===== src/rtl/line_evt_pkg.sv =====
// Shared constants and selection helpers for the line event arbiter.
// The helper functions operate on N_DEF-bit vectors; N must not exceed N_DEF.
package line_evt_pkg;

   localparam int unsigned N_DEF           = 8;
   localparam int unsigned SYNC_STAGES_DEF = 2;

   // Keep only the lowest set bit (two's-complement trick).
   function automatic logic [N_DEF-1:0] onehot_lowest(input logic [N_DEF-1:0] vec);
      return vec & (~vec + N_DEF'(1));
   endfunction

   // Rotate the low n bits of vec by amt (amt < n).
   // Right: res[i] = vec[(i+amt) mod n]; left: res[(i+amt) mod n] = vec[i].
   function automatic logic [N_DEF-1:0] onehot_rotate(input logic [N_DEF-1:0] vec,
                                                      input int unsigned     amt,
                                                      input int unsigned     n,
                                                      input logic            left);
      logic [N_DEF-1:0] res;
      int unsigned      j;
      res = '0;
      for (int unsigned i = 0; i < N_DEF; i++) begin
         if (i < n) begin
            j = i + amt;
            if (j >= n) j = j - n;
            if (left) res[j] = vec[i];
            else      res[i] = vec[j];
         end
      end
      return res;
   endfunction

endpackage


===== src/rtl/line_sync.sv =====
// N-wide multi-flop synchroniser with a history flop; flags rising edges.
module line_sync #(
   parameter int unsigned N           = 8,
   parameter int unsigned SYNC_STAGES = 2
) (
   input  logic         clk,
   input  logic         rst,
   input  logic [N-1:0] line_in,
   output logic [N-1:0] line_edge
);

   logic [N-1:0] sync_q [SYNC_STAGES];
   logic [N-1:0] hist_q;

   // Shift the raw lines through the synchroniser chain, then into history.
   always_ff @(posedge clk) begin
      if (rst) begin
         for (int unsigned s = 0; s < SYNC_STAGES; s++) sync_q[s] <= '0;
         hist_q <= '0;
      end else begin
         sync_q[0] <= line_in;
         for (int unsigned s = 1; s < SYNC_STAGES; s++) sync_q[s] <= sync_q[s-1];
         hist_q <= sync_q[SYNC_STAGES-1];
      end
   end

   assign line_edge = sync_q[SYNC_STAGES-1] & ~hist_q;

endmodule


===== src/rtl/line_event_arbiter.sv =====
// Line event arbiter: synchronises N event lines, latches rising edges as pending
// flags and hands them out one at a time as a registered one-hot word (valid/ready).
// Define LINE_EVENT_ARBITER_RR_EN for round-robin selection; default is lowest index first.
module line_event_arbiter
   import line_evt_pkg::*;
#(
   parameter int unsigned N           = N_DEF,
   parameter int unsigned SYNC_STAGES = SYNC_STAGES_DEF
) (
   input  logic         clk,
   input  logic         rst,
   input  logic [N-1:0] line_in,
   output logic [N-1:0] ev_onehot,
   output logic         ev_valid,
   input  logic         ev_ready,
   output logic [N-1:0] pending,
   output logic         overrun,
   input  logic         clr_overrun
);

   logic [N-1:0]     line_edge;
   logic [N-1:0]     pending_q, pending_d;
   logic [N-1:0]     ev_onehot_q, ev_onehot_d;
   logic             ev_valid_q, ev_valid_d;
   logic             overrun_q, overrun_d;
   logic [N-1:0]     sel, load_mask;
   logic [N_DEF-1:0] pend_ext, sel_ext;
   logic             slot_free, load, ovr_evt;

   line_sync #(
      .N           (N),
      .SYNC_STAGES (SYNC_STAGES)
   ) u_line_sync (
      .clk       (clk),
      .rst       (rst),
      .line_in   (line_in),
      .line_edge (line_edge)
   );

   assign pend_ext = N_DEF'(pending_q);

`ifdef LINE_EVENT_ARBITER_RR_EN
   localparam int unsigned PtrW = (N > 1) ? $clog2(N) : 1;

   logic [PtrW-1:0]  last_q, last_d;
   logic [N_DEF-1:0] rot;
   int unsigned      start;

   // Search from the slot after the last grant: rotate it to bit 0, pick lowest, rotate back.
   always_comb begin
      start   = (32'(last_q) == N - 1) ? 0 : 32'(last_q) + 1;
      rot     = onehot_rotate(pend_ext, start, N, 1'b0);
      sel_ext = onehot_rotate(onehot_lowest(rot), start, N, 1'b1);
   end

   // Remember the index of each granted event.
   always_comb begin
      last_d = last_q;
      if (load) begin
         for (int unsigned i = 0; i < N; i++) begin
            if (sel[i]) last_d = PtrW'(i);
         end
      end
   end

   // Last-grant pointer; reset to N-1 so index 0 is favoured first.
   always_ff @(posedge clk) begin
      if (rst) last_q <= PtrW'(N - 1);
      else     last_q <= last_d;
   end
`else
   assign sel_ext = onehot_lowest(pend_ext);
`endif

   assign sel = sel_ext[N-1:0];

   // Load/pending/overrun next-state; an edge on the bit being loaded simply re-pends it.
   always_comb begin
      slot_free = ~ev_valid_q | ev_ready;
      load      = slot_free & (|pending_q);
      load_mask = load ? sel : '0;
      pending_d = (pending_q & ~load_mask) | line_edge;
      ovr_evt   = |(line_edge & pending_q & ~load_mask);

      overrun_d = overrun_q;
      if (ovr_evt)          overrun_d = 1'b1;
      else if (clr_overrun) overrun_d = 1'b0;

      ev_onehot_d = ev_onehot_q;
      ev_valid_d  = ev_valid_q;
      if (slot_free) begin
         ev_onehot_d = load_mask;
         ev_valid_d  = load;
      end
   end

   // State registers.
   always_ff @(posedge clk) begin
      if (rst) begin
         pending_q   <= '0;
         ev_onehot_q <= '0;
         ev_valid_q  <= 1'b0;
         overrun_q   <= 1'b0;
      end else begin
         pending_q   <= pending_d;
         ev_onehot_q <= ev_onehot_d;
         ev_valid_q  <= ev_valid_d;
         overrun_q   <= overrun_d;
      end
   end

   assign ev_onehot = ev_onehot_q;
   assign ev_valid  = ev_valid_q;
   assign pending   = pending_q;
   assign overrun   = overrun_q;

endmodule

===== config.mk =====
export PLATFORM = sky130hd
export DESIGN_NAME = line_event_arbiter
export DESIGN_NICKNAME = d
export VERILOG_FILES = /design/src/rtl/line_evt_pkg.sv /design/src/rtl/line_sync.sv /design/src/rtl/line_event_arbiter.sv
export SDC_FILE = /design/constraint.sdc
export NUM_CORES = 1
export LEC_CHECK = 0
export ABC_AREA = 0
export BUFFER_PORTS_ARGS = -buffer_cell sky130_fd_sc_hd__buf_2
export CAP_MARGIN = 25
export CELL_PAD_IN_SITES_DETAIL_PLACEMENT = 1
export CELL_PAD_IN_SITES_GLOBAL_PLACEMENT = 2
export CORE_MARGIN = 10
export CORE_UTILIZATION = 35
export CTS_BUF_LIST = sky130_fd_sc_hd__clkbuf_16
export DETAILED_ROUTE_END_ITERATION = 10
export PLACE_DENSITY_LB_ADDON = 0.1
export SKIP_CTS_REPAIR_TIMING = 1
export SLEW_MARGIN = 20
export SYNTH_ARGS = -nofsm -noshare
export SYNTH_HDL_FRONTEND = slang
export SYNTH_SLANG_ARGS = --single-unit

===== constraint.sdc =====
create_clock -name clk -period 4.3 [get_ports clk]
set_input_delay 0.645 -clock clk [delete_from_list [all_inputs] [get_ports clk]]
set_output_delay 0.645 -clock clk [all_outputs]
set_load 0.01 [all_outputs]

Yosys cells after proc, flatten, opt, wreduce, memory -nomap -nowiden --
Memories as Yosys holds them, arrays and structs flattened. Cells that the tools add are included.
Operators by class: bitwise operators 14, mux-type cells 8, $add $sub $neg 1, reductions and logical operators 3
Operators with widths (number):
- $and 8x8->8 | 5
- $mux 8 | 3
- $not 8->8 | 3
- $reduce_or 8->1 | 2
- $add 8x1->8 const B | 1
- $or 8x8->8 | 1
- $mux 1 | 5
- $or 1x1->1 | 3
- $reduce_bool 2->1 | 1
- $and 1x1->1 | 1
- $not 1->1 | 1
Storage, ports and cells: output and inout port bits 18, RAM bits 16, register bits after elaboration 26, memories kept 1
Memories:
- u_line_sync.sync_q | depth 2, width 8, rd ports 2, clocked after Yosys merged registers in 0, write ports 2, RTL line line_sync.sv:12 | logic [N-1:0] sync_q [SYNC_STAGES];

Longest topological paths before layout --
depth after elaboration 8, mapped depth 5, mapped depth without buffers 4

By module --
Synthesis repeated with hierarchy kept, for this count alone.
Unflattened totals: cell total of the unflattened synthesis 150, area total of the unflattened synthesis 1521.5 µm²
By module, submodules not included:
- line_event_arbiter | seq. area each 360.3 µm², cells an instance 92, times used 1, area an instance 778.2 µm²
- line_sync | seq. area each 480.5 µm², cells an instance 58, times used 1, area an instance 743.2 µm²

Least setup slack after synthesis --
No wires, ideal clock.
kind input to register, start in ev_ready, end reg overrun_q (netlist: overrun), required time 4.164 ns, path buffers 1, setup slack 2.587 ns, arrival time 1.577 ns, stages on the path 5, cells stage by stage and2b_1 buf_2 o311ai_0 a21bo_2 a41oi_1
On the way: word-level cells in the longest chain between the ends 7
RTL lines:
- start: declaration | RTL line line_event_arbiter.sv:15 | input logic ev_ready,
- $or 1x1->1 (*) | RTL line line_event_arbiter.sv:79 | slot_free = ~ev_valid_q | ev_ready;
- $and 1x1->1 (*) | RTL line line_event_arbiter.sv:80 | load = slot_free & (|pending_q);
- $mux 8 (*) | RTL line line_event_arbiter.sv:81 | load_mask = load ? sel : '0;
- $not 8->8 (*) | RTL line line_event_arbiter.sv:83 | ovr_evt = |(line_edge & pending_q & ~load_mask);
- $and 8x8->8 (*) | RTL line line_event_arbiter.sv:83
- $reduce_or 8->1 (*) | RTL line line_event_arbiter.sv:83
- $mux 1 / $reduce_bool 2->1 (equally long branches)
- end signal: assignment | RTL line line_event_arbiter.sv:108 | overrun_q <= overrun_d;
- end: declaration | RTL line line_event_arbiter.sv:25 | logic overrun_q, overrun_d;
Mark *: on every way between the ends. The rest lies on a longest branch, timed or not. A chain may end at the register's enable or synchronous reset.

Final worst setup path --
Ends and elaborated chain as after synthesis.

==> flow_summary.yaml <==
status:
  outcome: "complete, no violations"
sta:
  slew_viol_final: 0
  rsz0062_at_grt: "no"
  min_period_ns: 1.94
  setup_tns_ns: 0
  fmax_mhz: 516
  worst_slew_pin_slew_ns: 0.725
  holdWs_ns: 0.441
  setup_viol: 0
  slew_headroom_pct: 51.7
  fin_worst_skew_ns: 0.00220
  hold_viol: 0
  min_period_over_period_pct: 45.1
die:
  start_util_pct: 36.4
  rows: 23
  die_h_um: 85.0
  die_w_um: 85.0
  dieArea_mm2: 0.00723
  top_level_ports: 30
  coreArea_mm2: 0.00406
synthesis:
  synth_nets: 157
  synth.area.top_cells: "dfxtp_1 (57%), nor2b_1 (12%), a21oi_1 (4.1%), a22oi_1 (2.0%), nand2_1 (1.8%)"
  syn_area_per_cell_um2: 10.2
  ys.flop_type: "dfxtp_1"
  yosysTopAreaCell: "dfxtp_1"
  yosysTopAreaCellShare_pct: 56.9
  synth-edff-count: 0
  syn_area_mm2: 0.00148
  async_reset_ff_share_pct: 0
  yosysMostFrequentCell: "dfxtp_1"
  ys_seq_area_share_pct: 56.9
  synth_common_cells: "dfxtp_1 (42), nor2b_1 (28), a21oi_1 (12)"
  ys_ff_latch: 42
  yosys_warnings: 0
  ys_types: 34
  netlist_instances: 145
clocking:
  cts_tree: "built"
  clk_latency_ns: 0.27
  clockRootBuffer: "clkbuf_16"
  clk_pin_slew_ns: 0.06
  htree_levels: 2
  numClockSinks: 42
  clockBufferDepth: 2
  cts_made_buffers: 5
critical_path:
  ff2ff_path_depth: 4
  cp_max_fo: 21
  crit_type: "in2reg"
  rr_startpoint: "ev_valid"
  required_ns: 4.49
  arrival_ns: 2.13
  cp-start-kind: "input pin"
  cp-startpoint: "ev_ready"
  reg2reg_slack_ns: 2.56
  end_kind: "flip-flop"
detailed_routing:
  routed_wl_um: 3150
  vias_per_cell: 4.79
  drc: 0
  drtPass1Iterations: 4
  ant_nets: 0
  drt_iter0_markers: 116
  route.vias.total: 1078
  wl_per_cell_um: 14.0
place:
  portBuffers: 29
  place_congestion: 0.746
  hpwl_um: 2270
power_and_ir_drop:
  powerDensity_mw_per_mm2: 485
  p_leak_nw: 0.745
  max-vdd-ir-drop_mv: 0.179
global_routing:
  gr-usage-all-layers_pct: 9.06
  grt_pass1_vias: 1115
  grt_pass1_wl_um: 5420
  antenna_found_initial: 0
  grt_max_degree: 43
  grt_overflow: 0
finish:
  drive_above_1_share_pct: 23.4
  syn2layout_area_growth_pct: 22.8
  num-nets-final: 186
  antenna_cells: 0
job:
  cap_violations: 0
hold_path:
  hold_path.class: "reg2reg"
  min_delay_path_depth: 1
  hp-start: "u_line_sync.sync_q[0][2]"
==> final timing paths <==
check,endpoint
worst min register to register,u_line_sync.sync_q[0][10]
worst min-delay path,u_line_sync.sync_q[0][10]
worst max register to register,overrun
worst max-delay path,overrun
==> flip-flops by register name (all words and copies together) (netlist names) <==
signal              count
ev_onehot               8
overrun                 1
u_line_sync.hist_q      8
u_line_sync.sync_q     16
pending                 8
ev_valid                1
==> where the power goes <==
part,switching (mW),internal [mW],leakage [nW]
sequential,0.00918,0.404,0.344
clock,0.142,0.271,0.0812
combinational,0.0310,0.0246,0.320
==> final cells by class <==
class,instances,area (um2)
multi-input cells,90,579
well taps,50,62.6
fillers,467,2240
clock inverters,3,41.3
inverters,6,22.5
repair buffers,29,145
clock buffers,5,125
flip-flops and latches,42,841
==> cell usage in the layout, fill, tap and decap left out <==
master / instances
clkinvlp_4: 1
a22oi_1: 4
o21ai_0: 2
inv_1: 7
nand2b_1: 4
o2111ai_1: 1
buf_2: 29
bufinv_16: 1
nand2_1: 7
or2b_1: 1
nor3_1: 1
o221a_2: 1
nor4_1: 1
dfxtp_1: 42
a21oi_1: 12
o21ba_1: 2
nor3b_1: 1
clkbuf_16: 5
or2_1: 1
a21bo_2: 1
nand3_1: 2
a222oi_1: 1
nor4_4: 1
nor2b_1: 28
nand4_1: 2
o2111a_1: 1
o311ai_0: 1
nand4b_1: 1
a31oi_1: 1
nor2_1: 7
or3_1: 1
and2b_1: 1
a41oi_1: 2
o31ai_2: 1
or4_4: 1
==> kinds of logic (layout without fill, tap and decap cells) <==
group / count (synthesis) / after routing / share of synthesized area [%]
AND/OR/NAND/NOR: 60 / 60 / 24.5
buffers and inverters: 13 / 43 / 3.98
AO/OA/AOI/OAI: 30 / 30 / 14.6
flip-flops: 42 / 42 / 56.9
==> critical path: stages <==
cell	delay (ns)
buf_2	0.10
and2b_1	0.65
o21ai_0	0.26
o221a_2	0.32
a41oi_1	0.16
==> metal layers <==
| layer | track usage [%] | vias up | part of all wire [%] |
|---|---|---|---|
| met4 | 3.74 | 0 | 1.2 |
| met1 | 10.8 | 494 | 47 |
| met2 | 13.7 | 28 | 46 |
| met3 | 4.21 | 4 | 6.2 |
| met5 | 0 | - | 0 |
| li1 | - | 552 | - |
==> per-stage QoR <==
stage	cells	instance area, um2	total power, mW	setup WS, ns	util, %
finish	225	1820	0.882	2.36	44.8
detailed placement	217	1650	0.479	2.07	40.7
global placement	217	1650	0.476	2.19	40.7
global route	225	1820	0.926	2.22	44.8
CTS	225	1820	0.896	2.36	44.8
floorplan	145	1480	0.460	2.59	-
Note: power is estimated with default switching activity, not from simulation.
